<file path="src/rtl/uart_pkg.sv">
// Shared constants, receiver FSM state type and an elaboration-time log2 helper
// for the parametrised UART receiver.
package uart_pkg;

   localparam int unsigned PAR_NONE = 0;
   localparam int unsigned PAR_ODD  = 1;
   localparam int unsigned PAR_EVEN = 2;

   typedef enum logic [2:0] {
      StWaitIdle,
      StIdle,
      StStart,
      StData,
      StParity,
      StStop
   } rx_state_t;

   function automatic int unsigned clog2(input int unsigned value);
      int unsigned res;
      res = 0;
      for (int unsigned i = 0; i < 32; i++) begin
         if ((64'd1 << i) < 64'(value)) res = i + 1;
      end
      return res;
   endfunction

endpackage

</file>
<file path="src/rtl/uart_rx_sfifo.sv">
// Synchronous first-word-fall-through FIFO with occupancy output; the head word
// reads as zero while the FIFO is empty.
module uart_rx_sfifo
   import uart_pkg::*;
#(
   parameter int unsigned WIDTH = 9,
   parameter int unsigned DEPTH = 16
) (
   input  logic                  clk,
   input  logic                  rst_n,
   input  logic                  i_push,
   input  logic [WIDTH-1:0]      i_data,
   input  logic                  i_pop,
   output logic [WIDTH-1:0]      o_data,
   output logic                  o_valid,
   output logic                  o_full,
   output logic [clog2(DEPTH):0] o_level
);

   localparam int unsigned AW = clog2(DEPTH);
   localparam int unsigned LW = AW + 1;
   localparam logic [AW:0] FULL_LVL = LW'(DEPTH);

   logic [WIDTH-1:0] r_mem [DEPTH];
   logic [AW-1:0]    r_wptr;
   logic [AW-1:0]    r_rptr;
   logic [AW:0]      r_level;
   logic             w_wr;
   logic             w_rd;

   assign o_valid = (r_level != '0);
   assign o_full  = (r_level == FULL_LVL);
   assign o_level = r_level;
   assign o_data  = o_valid ? r_mem[r_rptr] : '0;

   // A full FIFO still takes a write when the head leaves in the same cycle.
   assign w_wr = i_push && (!o_full || i_pop);
   assign w_rd = i_pop && o_valid;

   always_ff @(posedge clk) begin
      if (w_wr) r_mem[r_wptr] <= i_data;
   end

   always_ff @(posedge clk or negedge rst_n) begin
      if (!rst_n) begin
         r_wptr  <= '0;
         r_rptr  <= '0;
         r_level <= '0;
      end else begin
         if (w_wr) r_wptr <= r_wptr + 1'b1;
         if (w_rd) r_rptr <= r_rptr + 1'b1;
         if (w_wr && !w_rd) begin
            r_level <= r_level + 1'b1;
         end else if (w_rd && !w_wr) begin
            r_level <= r_level - 1'b1;
         end
      end
   end

endmodule

</file>
<file path="src/rtl/uart_rx_fifo_param.sv">
// UART receiver with configurable bit time, width and parity, 3-sample majority voting,
// start-glitch rejection, break/framing/overrun reporting and a FWFT receive FIFO.
module uart_rx_fifo_param
   import uart_pkg::*;
#(
   parameter int unsigned CLKS_PER_BIT = 4,
   parameter int unsigned DATA_BITS    = 8,
   parameter int unsigned PARITY       = PAR_NONE,
   parameter int unsigned FIFO_DEPTH   = 16
) (
   input  logic                       clk,
   input  logic                       rst_n,
   input  logic                       uart_rxd,
   output logic [DATA_BITS-1:0]       rx_data,
   output logic                       rx_perr,
   output logic                       rx_valid,
   input  logic                       rx_ready,
   output logic [clog2(FIFO_DEPTH):0] rx_level,
   output logic                       err_frame,
   output logic                       err_overrun,
   output logic                       break_det
);

   localparam int unsigned CW  = clog2(CLKS_PER_BIT);
   localparam int unsigned MID = CLKS_PER_BIT / 2;
   localparam logic [CW-1:0] CNT_MAX  = CW'(CLKS_PER_BIT - 1);
   localparam logic [CW-1:0] SMP_A    = CW'(MID - 1);
   localparam logic [CW-1:0] SMP_B    = CW'(MID);
   localparam logic [CW-1:0] SMP_C    = CW'(MID + 1);
   localparam logic [3:0]    LAST_BIT = 4'(DATA_BITS - 1);

   logic [1:0]           r_sync;
   logic [1:0]           r_sync_vld;
   logic                 r_prev;
   rx_state_t            r_state;
   logic [CW-1:0]        r_bit_cnt;
   logic                 r_smp_a;
   logic                 r_smp_b;
   logic [DATA_BITS-1:0] r_shift;
   logic [3:0]           r_nbit;
   logic                 r_perr;
   logic                 r_pbit;
   logic                 r_err_frame;
   logic                 r_break;
   logic                 r_err_ovr;

   logic                 w_rxs;
   logic                 w_fall;
   logic                 w_dec;
   logic                 w_vote;
   logic                 w_par;
   logic                 w_push;
   logic                 w_pop;
   logic                 w_full;
   logic [DATA_BITS:0]   w_fifo_data;

   assign w_rxs  = r_sync[1];
   assign w_fall = r_prev && !w_rxs;
   assign w_dec  = (r_bit_cnt == SMP_C);
   assign w_vote = (r_smp_a & r_smp_b) | (r_smp_a & w_rxs) | (r_smp_b & w_rxs);
   assign w_par  = (^r_shift) ^ w_vote;
   assign w_push = (r_state == StStop) && w_dec && w_vote;
   assign w_pop  = rx_valid && rx_ready;

   assign err_frame   = r_err_frame;
   assign err_overrun = r_err_ovr;
   assign break_det   = r_break;

   // r_sync_vld keeps WAIT_IDLE from trusting the reset value of the synchroniser.
   always_ff @(posedge clk or negedge rst_n) begin
      if (!rst_n) begin
         r_sync     <= 2'b11;
         r_sync_vld <= 2'b00;
         r_prev     <= 1'b1;
         r_err_ovr  <= 1'b0;
      end else begin
         r_sync     <= {r_sync[0], uart_rxd};
         r_sync_vld <= {r_sync_vld[0], 1'b1};
         r_prev     <= w_rxs;
         r_err_ovr  <= w_push && w_full && !w_pop;
      end
   end

   always_ff @(posedge clk or negedge rst_n) begin
      if (!rst_n) begin
         r_state     <= StWaitIdle;
         r_bit_cnt   <= '0;
         r_smp_a     <= 1'b1;
         r_smp_b     <= 1'b1;
         r_shift     <= '0;
         r_nbit      <= '0;
         r_perr      <= 1'b0;
         r_pbit      <= 1'b0;
         r_err_frame <= 1'b0;
         r_break     <= 1'b0;
      end else begin
         r_err_frame <= 1'b0;
         r_bit_cnt   <= (r_bit_cnt == CNT_MAX) ? '0 : r_bit_cnt + 1'b1;
         if (r_bit_cnt == SMP_A) r_smp_a <= w_rxs;
         if (r_bit_cnt == SMP_B) r_smp_b <= w_rxs;
         unique case (r_state)
            StWaitIdle: begin
               if (r_sync_vld[1] && w_rxs) begin
                  r_state <= StIdle;
                  r_break <= 1'b0;
               end
            end
            StIdle: begin
               if (w_fall) begin
                  r_state   <= StStart;
                  r_bit_cnt <= '0;
                  r_nbit    <= '0;
                  r_perr    <= 1'b0;
                  r_pbit    <= 1'b0;
               end
            end
            StStart: begin
               if (w_dec) r_state <= w_vote ? StIdle : StData;
            end
            StData: begin
               if (w_dec) begin
                  r_shift <= {w_vote, r_shift[DATA_BITS-1:1]};
                  r_nbit  <= r_nbit + 1'b1;
                  if (r_nbit == LAST_BIT) r_state <= (PARITY != PAR_NONE) ? StParity : StStop;
               end
            end
            StParity: begin
               if (w_dec) begin
                  r_pbit  <= w_vote;
                  r_perr  <= (PARITY == PAR_ODD) ? !w_par : w_par;
                  r_state <= StStop;
               end
            end
            StStop: begin
               if (w_dec) begin
                  if (w_vote) begin
                     r_state <= StIdle;
                  end else if ((r_shift == '0) && !r_pbit) begin
                     r_break <= 1'b1;
                     r_state <= StWaitIdle;
                  end else begin
                     r_err_frame <= 1'b1;
                     r_state     <= StWaitIdle;
                  end
               end
            end
            default: r_state <= StWaitIdle;
         endcase
      end
   end

   uart_rx_sfifo #(
      .WIDTH(DATA_BITS + 1),
      .DEPTH(FIFO_DEPTH)
   ) u_fifo (
      .clk    (clk),
      .rst_n  (rst_n),
      .i_push (w_push),
      .i_data ({r_perr, r_shift}),
      .i_pop  (w_pop),
      .o_data (w_fifo_data),
      .o_valid(rx_valid),
      .o_full (w_full),
      .o_level(rx_level)
   );

   assign {rx_perr, rx_data} = w_fifo_data;

endmodule

</file>
<file path="config.mk">
export PLATFORM = sky130hd
export DESIGN_NAME = uart_rx_fifo_param
export DESIGN_NICKNAME = d
export VERILOG_FILES = /design/src/rtl/uart_pkg.sv /design/src/rtl/uart_rx_sfifo.sv /design/src/rtl/uart_rx_fifo_param.sv
export SDC_FILE = /design/constraint.sdc
export NUM_CORES = 1
export LEC_CHECK = 0
export BUFFER_PORTS_ARGS = -buffer_cell sky130_fd_sc_hd__buf_2
export CORE_MARGIN = 2
export CORE_UTILIZATION = 45
export DETAILED_ROUTE_END_ITERATION = 7
export PLACE_DENSITY = 0.59
export SYNTH_ARGS = -nofsm -noshare
export SYNTH_HDL_FRONTEND = slang
export SYNTH_SLANG_ARGS = --single-unit
</file>
<file path="constraint.sdc">
create_clock -name clk -period 2.8 [get_ports clk]
set_input_delay 0.28 -clock clk [delete_from_list [all_inputs] [get_ports clk]]
set_output_delay 0.28 -clock clk [all_outputs]
set_load 0.005 [all_outputs]
</file>
# Word level (Yosys, flattened, before mapping)
# Memory sizes are Yosys's and may differ from the RTL's.
# Index checks and enable logic that the tools add are counted.
[op_classes]
add_sub_neg = 6
n_reduce_logical = 32
n_eq_ne = 19
n_mux = 35
bitwise = 6
[op_table]
columns = ["op", "n"]
rows = [
  ["2-to-1 mux 3 bit", 7],
  ["one-hot mux 3 bit (6 select lines)", 1],
  ["inequality test 2 bit (second input constant)", 8],
  ["2-to-1 mux 1 bit", 14],
  ["adder 4 x 1 -> 4 bit (second input constant)", 3],
  ["logical AND 1 bit", 12],
  ["2-to-1 mux 5 bit", 2],
  ["2-to-1 mux 9 bit", 1],
  ["logical NOT 8 bit", 1],
  ["2-to-1 mux 2 bit", 4],
  ["2-to-1 mux 4 bit", 2],
  ["one-hot mux 4 bit (2 select lines)", 1],
  ["nonzero test 2 bit", 4],
  ["XOR reduction 8 bit", 1],
  ["AND reduction 7 bit", 1],
  ["equality test 3 x 2 -> 1 bit (second input constant)", 2],
  ["equality test 3 bit (second input constant)", 2],
  ["logical NOT 1 bit", 6],
  ["one-hot mux 1 bit (2 select lines)", 3],
  ["AND reduction 3 bit", 2],
  ["adder 5 x 1 -> 5 bit (second input constant)", 1],
  ["equality test 5 bit (second input constant)", 1],
  ["AND reduction 5 bit", 1],
  ["nonzero test 5 bit", 1],
  ["13 further kinds", 17],
]
[word_totals]
output_inout_bits = 18
memories = 1
input_bits = 4
regBits = 42
mem_bits_rw = 144
[memory_table]
columns = ["name", "words", "word_bits", "read_ports", "rd_clocked_by_memory_dff", "wr", "line_no", "text"]
rows = [
  ["u_fifo.r_mem", 16, 9, 1, 0, 1, "uart_rx_sfifo.sv:24", "logic [WIDTH-1:0] r_mem [DEPTH];"],
]

# Logic depth before layout (Yosys ltp)
# Gate-level depths: netlist of run 1.
[depth]
word_depth = 9
ltp_mapped = 12
ltp_nobuf = 11

# Cells and area by module
# From an unflattened synthesis of run 1, not the netlist that was laid out.
[unflattened]
hier_cells = 453
hier_area_um2 = 7822.5
[by_module_without_submodules]
columns = ["module", "cells_per_inst", "area_per_inst_um2", "n_inst", "seq_area_each_um2"]
rows = [
  ["uart_rx_sfifo", 325, 6429.9, 1, 4649.5],
  ["uart_rx_fifo_param", 128, 1392.6, 1, 732.0],
]

# Worst setup path after synthesis of run 1
# No wires, ideal clock.
[synth_path]
path_type = "register to register"
from = "register u_fifo.r_level[1], in the netlist u_fifo.o_level[1]"
to = "register u_fifo.r_level[4], in the netlist u_fifo.o_level[4]"
path_buffers = 0
setup_time_ns = 0.147
synth_period_minus_slack_ns = 2.720
path_stages_with_launch = 10
slack_ns = 0.080
arrival_time_ns = 2.573
path_cell_list = "dfrtp_1 or4_1 o21ai_1 ha_1 inv_1 ha_1 nor2b_1 o21a_1 o2111ai_1 o311ai_0"
[synth_via]
elab_chain_len = 7
elab_cells_between_ends = 16
classes_between = "2 x add/sub; 1 x eq/ne; 2 x mux; 11 x reduce/logical"
[synth_lines]
columns = ["element", "line_no", "text"]
rows = [
  ["start, declared", "uart_rx_sfifo.sv:27", "logic [AW:0] r_level;"],
  ["start signal, assigned", "uart_rx_sfifo.sv:53", "r_level <= r_level + 1'b1;"],
  ["start signal, assigned", "uart_rx_sfifo.sv:55", "r_level <= r_level - 1'b1;"],
  ["branches (longest 7 deep; another with subtractor 5 x 1 -> 5 bit)", "--", ""],
]
# Parallel ways; which one is timed is not known. The select of a mux whose other input is x is not followed.
# A chain may end at the register's enable or synchronous reset.

# Worst setup path after layout of run 1
# Ends and elaborated chain as after synthesis.

==> out/results.ini, run 1 <==
[die]
core_sq_mm = 0.0167
die_w_microns = 135
rows = 47
die-area_sq_mm = 0.0182
die_h_microns = 135
start_util_pct = 46.3
ios = 22

[sta]
finalSetupViolCount = 0
worst_pin_slew_ps = 908
finClkSkew_ps = 9.28
finalHoldViolCount = 19
finalCriticalPeriod_ps = 2720
layout_setup_ws_ps = 84.4
grt_setup_unrepaired = yes
max_slew_margin_pct = 39.5
drv_slew = 0
worst_hold_slack_ps = -18.6
max_freq_mhz = 368
finalCritPeriodShare_pct = 97.0

[clocking]
clk_pin_slew_ps = 70
cts_buffer_depth = 2
cts_tree = yes
cts_num_sinks = 186
root_buffer = clkbuf_16
clkLatencyLatePin_ps = 430
cts_buffers = 17
cts-htree-levels = 4

[grt]
use_met2_pct = 29.7
grt_first_pass_wirelength_microns = 24000
grt_pass1_vias = 4177
met3_usage_pct = 3.15
grt_antenna_before_repair = 0
busiest_layer = met2
grtUsageTotal_pct = 18.1
grt_max_degree = 43
grt_overflow = 0
grtUsageMet1_pct = 24.7

[worst_setup_path]
worstPathArrival_ps = 3000
start_kind = flip-flop
crit_path_end_kind = flip-flop
crit_type = reg2reg
ff2ff_setup_slack_ps = 80
worst-endpoint-required_ps = 3090
cp_max_fo = 6
r2r-start = u_fifo.o_level[1]
reg2reg_to = u_fifo.o_level[4]
r2r_cells = 9

[logic_synthesis]
synth_ff_type = edfxtp_1
ys_warn_count = 0
yosys.area.top_type = edfxtp_1
synth_nets = 471
async_reset_ff_share_pct = 22.6
synth_commonest_cells = edfxtp_1 (144), dfrtp_1 (37), mux4_2 (34), nand2_1 (24), inv_1 (19)
seq_area_frac_synth_pct = 69.6
netlist_instances = 448
synth_area_leaders = edfxtp_1 (56%), dfrtp_1 (12%), mux4_2 (9.9%)
synth_top_area_share_pct = 55.9
ys_seq_elements = 186
syn_avg_cell_area_sq_um = 17.3
ys_types = 49
synth_area_sq_mm = 0.00773
yosysMostFrequentCell = edfxtp_1
synth_edf_count = 144

[min_path]
hold_path.class = in2async

[placed_design]
place_ws_ps = 12.6
port_buffers = 21
place.gp.congestion = 0.826
hpwlAfterDp_microns = 9910

[pwr]
ir_drop_uv = 533
p_leak_nw = 3.20
p_per_area_mw_per_mm2 = 973

[layout]
drive_above_1_share_pct = 25.9
antenna_cells = 0
final_core_util_pct = 53.3
fin_nets = 533
area_growth_pct = 15.2

[route]
remaining_drc_errors = 0
vias = 4050
drtPass1Iterations = 4
initialDrtViolationCount = 333
totalWireLength_microns = 15600
wl_per_cell_microns = 21.0
postRouteAntennaNets = 0
viasPerCell = 5.46

[job]
drv_cap = 0

[status]
outcome = complete, but fails checks
violations = negative hold slack

[worst max-delay path by stage]
| stage | startpoint | endpoint | slack [ps] | cells past startpoint |
|---|---|---|---|---|
| after floorplan | u_fifo.o_level[1] | u_fifo.o_level[4] | 80 | 9 |
| after global placement | u_fifo.o_level[1] | u_fifo.o_level[4] | 130 | 10 |
| after detailed placement | u_fifo.o_level[1] | u_fifo.o_level[4] | 10 | 10 |
| after CTS | u_fifo.o_level[1] | u_fifo.o_level[4] | 20 | 10 |
| after global routing | u_fifo.o_level[1] | u_fifo.o_level[4] | -90 | 9 |
| final | u_fifo.o_level[1] | u_fifo.o_level[4] | 80 | 9 |
[kinds of logic after synthesis]
| group | synth area share (%) |
|---|---|
| muxes | 12.8 |
| adders and majority gates | 3.30 |
| xor gates and xnor gates | 1.59 |
| AOI/OAI and AO/OA | 4.24 |
| DFF | 69.6 |
| buffers and inverters | 2.35 |
| other | 0.0485 |
| and+or+nand+nor | 6.07 |
[critical path, cell delays in order (launching register included)]
cell and delay [ps]:
dfrtp_1 370, or4_1 600, o21ai_1 220, ha_2 270, inv_1 120, ha_1 300
nor2b_1 140, o21a_1 200, o2111ai_1 210, o311ai_0 150
[where the power goes]
group	internal (mW)	switching, mW	total, mW
combinational	1.36	1.23	2.59
clock	1.21	0.992	2.20
sequential	3.42	0.458	3.87
total	5.99	2.68	8.67
[metrics by stage]
step | TNS [ps] | std cells | total power [mW] | instance area [sq um] | hold slack [ps]
6_report | 0 | 742 | 8.67 | 8910 | -18.6
2_1_floorplan | 0 | 448 | 5.64 | 7730 | -15.6
5_1_grt | -93.1 | 742 | 9.17 | 8910 | 49.5
3_3_place_gp | 0 | 706 | 6.41 | 8310 | 341
4_1_cts | 0 | 738 | 8.69 | 8860 | 3.37
3_5_place_dp | 0 | 706 | 6.49 | 8310 | 344
[cell usage in the layout, fill, tap and decap left out, types with 5 or more instances in the layout]
master | Yosys | routed
mux4_2 | 34 | 34
inv_1 | 19 | 19
mux2i_1 | 6 | 6
buf_4 | 0 | 38
nor2b_1 | 11 | 11
a211oi_1 | 12 | 12
and2_1 | 15 | 15
nor2_1 | 8 | 8
o21ai_0 | 18 | 18
clkbuf_16 | 0 | 18
and3_1 | 7 | 7
ha_1 | 18 | 17
nand2_1 | 24 | 24
buf_2 | 6 | 21
dfrtp_1 | 37 | 35
dfstp_2 | 5 | 5
nand3_1 | 7 | 7
edfxtp_1 | 144 | 144
xnor2_1 | 12 | 12
mux4_1 | 5 | 5
[flip-flops by register name, indices dropped and copies added, names as in the netlist, 2 cells and up]
register,flops
u_fifo.r_rptr,4
r_state,3
r_shift,8
u_fifo.r_mem,144
r_nbit,4
r_bit_cnt,2
r_sync_vld,2
r_sync,2
u_fifo.r_wptr,4
u_fifo.o_level,5
[metal layers]
layer | wire, microns | share of wire, % | up-vias
met2 | 7710 | 50 | 65
met1 | 7090 | 46 | 2112
met3 | 453 | 2.9 | 19
li1 | - | - | 1854
met4 | 302 | 1.9 | 0
met5 | 0 | 0 | -
[layout make-up]
class | count | area, sq um
clock buffer | 19 | 433
clock inverter | 12 | 103
fill | 1367 | 7790
inverter | 20 | 75.1
multi-input combinational | 222 | 2170
sequential | 186 | 5390
tap | 220 | 275
timing repair buffer | 63 | 465
[what timing repair did]
item                                   CTS  global route
setup endpoints to repair                0             8
resized for setup                        0             2
buffers inserted                         0             3
endpoints found under the hold margin    1             0
hold buffers                             1             0
Power figures use the tool's default switching activity.
==> run 2: changes to the inputs <==
BUFFER_PORTS_ARGS = not set   (was -buffer_cell sky130_fd_sc_hd__buf_2)
DONT_BUFFER_PORTS = 1   (was not set)
PLACE_DENSITY = 0.58   (was 0.59)
SKIP_LAST_GASP = 1   (was not set)
==> out/results.ini, run 2 (synthesis results as in run 1) <==
[sta]
max_freq_mhz = 376
finalHoldViolCount = 0
drv_slew = 0
finalCritPeriodShare_pct = 94.9
finClkSkew_ps = 9.41
finalCriticalPeriod_ps = 2660
max_slew_margin_pct = 57.8
worst_pin_slew_ps = 633
grt_setup_unrepaired = no
finalSetupViolCount = 0
fin_tns_setup_ps = 0
layout_setup_ws_ps = 143

[route]
wl_per_cell_microns = 20.9
initialDrtViolationCount = 283
drtPass1Iterations = 4
remaining_drc_errors = 0
viasPerCell = 5.53
postRouteAntennaNets = 0
vias = 3951
totalWireLength_microns = 15000

[clocking]
clkLatencyLatePin_ps = 420
cts-htree-levels = 4
root_buffer = clkbuf_16
cts_num_sinks = 186
cts_buffer_depth = 2
clk_pin_slew_ps = 60
cts_tree = yes
cts_buffers = 17

[worst_setup_path]
path_buf_inv = 1
crit_type = reg2out
cp_max_fo = 19
cp_slowest_cell = dfrtp_2
crit_path_frequent_cell = a211oi_1
crit_chain = buf_4 -> mux4_2 -> nor2b_1 -> a211oi_1 -> a211oi_1
worstPathArrival_ps = 2380
critPathTopFamily = flip-flops
slowest_delay_ps = 660
crit_path_end_kind = output port
start_kind = flip-flop
worst-endpoint-required_ps = 2520

[grt]
grt_antenna_before_repair = 0
grt_pass1_vias = 4045
grt_overflow = 0
grt_max_degree = 43
grt_first_pass_wirelength_microns = 23400
grtUsageTotal_pct = 18.0

[die]
ios = 22
die_w_microns = 135
core_sq_mm = 0.0167
die-area_sq_mm = 0.0182
rows = 47
die_h_microns = 135
start_util_pct = 46.3

[status]
outcome = completed

[layout]
regMostFlops = u_fifo.r_mem
final_cell_mix = edfxtp_1 (144), dfrtp_1 (35), mux4_2 (34)
fin_nets = 505
layout_commonest_cell = edfxtp_1
area_growth_pct = 13.3
drive_above_1_share_pct = 21.3
largest_register_ffs = 144
final_core_util_pct = 52.5

[pwr]
p_leak_nw = 3.09
ir_drop_uv = 454
p_per_area_mw_per_mm2 = 971

[job]
drv_cap = 0

[placed_design]
hpwlAfterDp_microns = 9540
place.gp.congestion = 0.844
port_buffers = 0
place_ws_ps = 16.4

[min_path]
hold_path.class = in2reg

-- run 2: per-stage QoR --
stage / hold slack [ps] / cells / power, mW / instance area [sq um]
2_1_floorplan: -15.6 / 448 / 5.64 / 7730
3_3_place_gp: -14.5 / 676 / 6.24 / 8130
3_5_place_dp: -14.5 / 676 / 6.31 / 8130
4_1_cts: 21.2 / 713 / 8.62 / 8750
5_1_grt: 31.6 / 714 / 9.03 / 8760
6_report: 38.0 / 715 / 8.51 / 8760
-- run 2: timing repair --
action                     CTS  global route
hold buffers                 3             0
setup endpoints to repair    6             1
pin swaps                    0             1
hold endpoints to repair    43             0
buffers inserted             3             1
gates resized for setup      2             2
-- run 2: report_power, final --
group | total (mW) | switching (mW) | internal [mW] | leakage (nW)
Combinational | 2.44 | 1.20 | 1.24 | 1.03
Clock | 2.21 | 0.919 | 1.30 | 0.265
Sequential | 3.86 | 0.445 | 3.42 | 1.79
Total | 8.51 | 2.57 | 5.95 | 3.09
-- run 2: final timing paths --
check | end | slack (ps) | cells after the start | startpoint
worst max register to register | u_fifo.o_level[4] | 160 | 9 | u_fifo.o_level[1]
min in group asynchronous | r_nbit[2] | 310 | 2 | rst_n
max in group asynchronous | r_prev | 2210 | 2 | rst_n
worst max-delay path | rx_perr | 140 | 5 | u_fifo.r_rptr[1]
worst min register to register | r_sync_vld[1] | 350 | 0 | r_sync_vld[0]
worst min-delay path | u_fifo.r_rptr[2] | 40 | 2 | rx_ready
-- run 2: worst register-to-register path, stage by stage (launching register included) --
cell and delay, ps:
dfrtp_1 380, or4_4 560, o21ai_1 190, ha_2 270
inv_2 80, ha_1 290, nor2b_1 150, o21a_1 200
o2111ai_1 200, o311ai_0 170
-- run 2: layout make-up --
class,count,area [sq um]
Timing Repair Buffer,35,305
Tap cell,220,275
Antenna cell,1,2.50
Inverter,20,75.1
Clock buffer,21,440
Clock inverter,10,103
Sequential cell,186,5390
Fill cell,1361,7940
Multi-Input combinational cell,222,2180
-- run 2: metal layers --
metal  up-vias  routed length (microns)  global-route usage, %
li1       1805                        -                      -
met1      2054                     6410                   23.1
met2        75                     7580                   29.0
met3        17                      626                   4.84
met4         0                      343                   8.16
met5         -                        0                      0
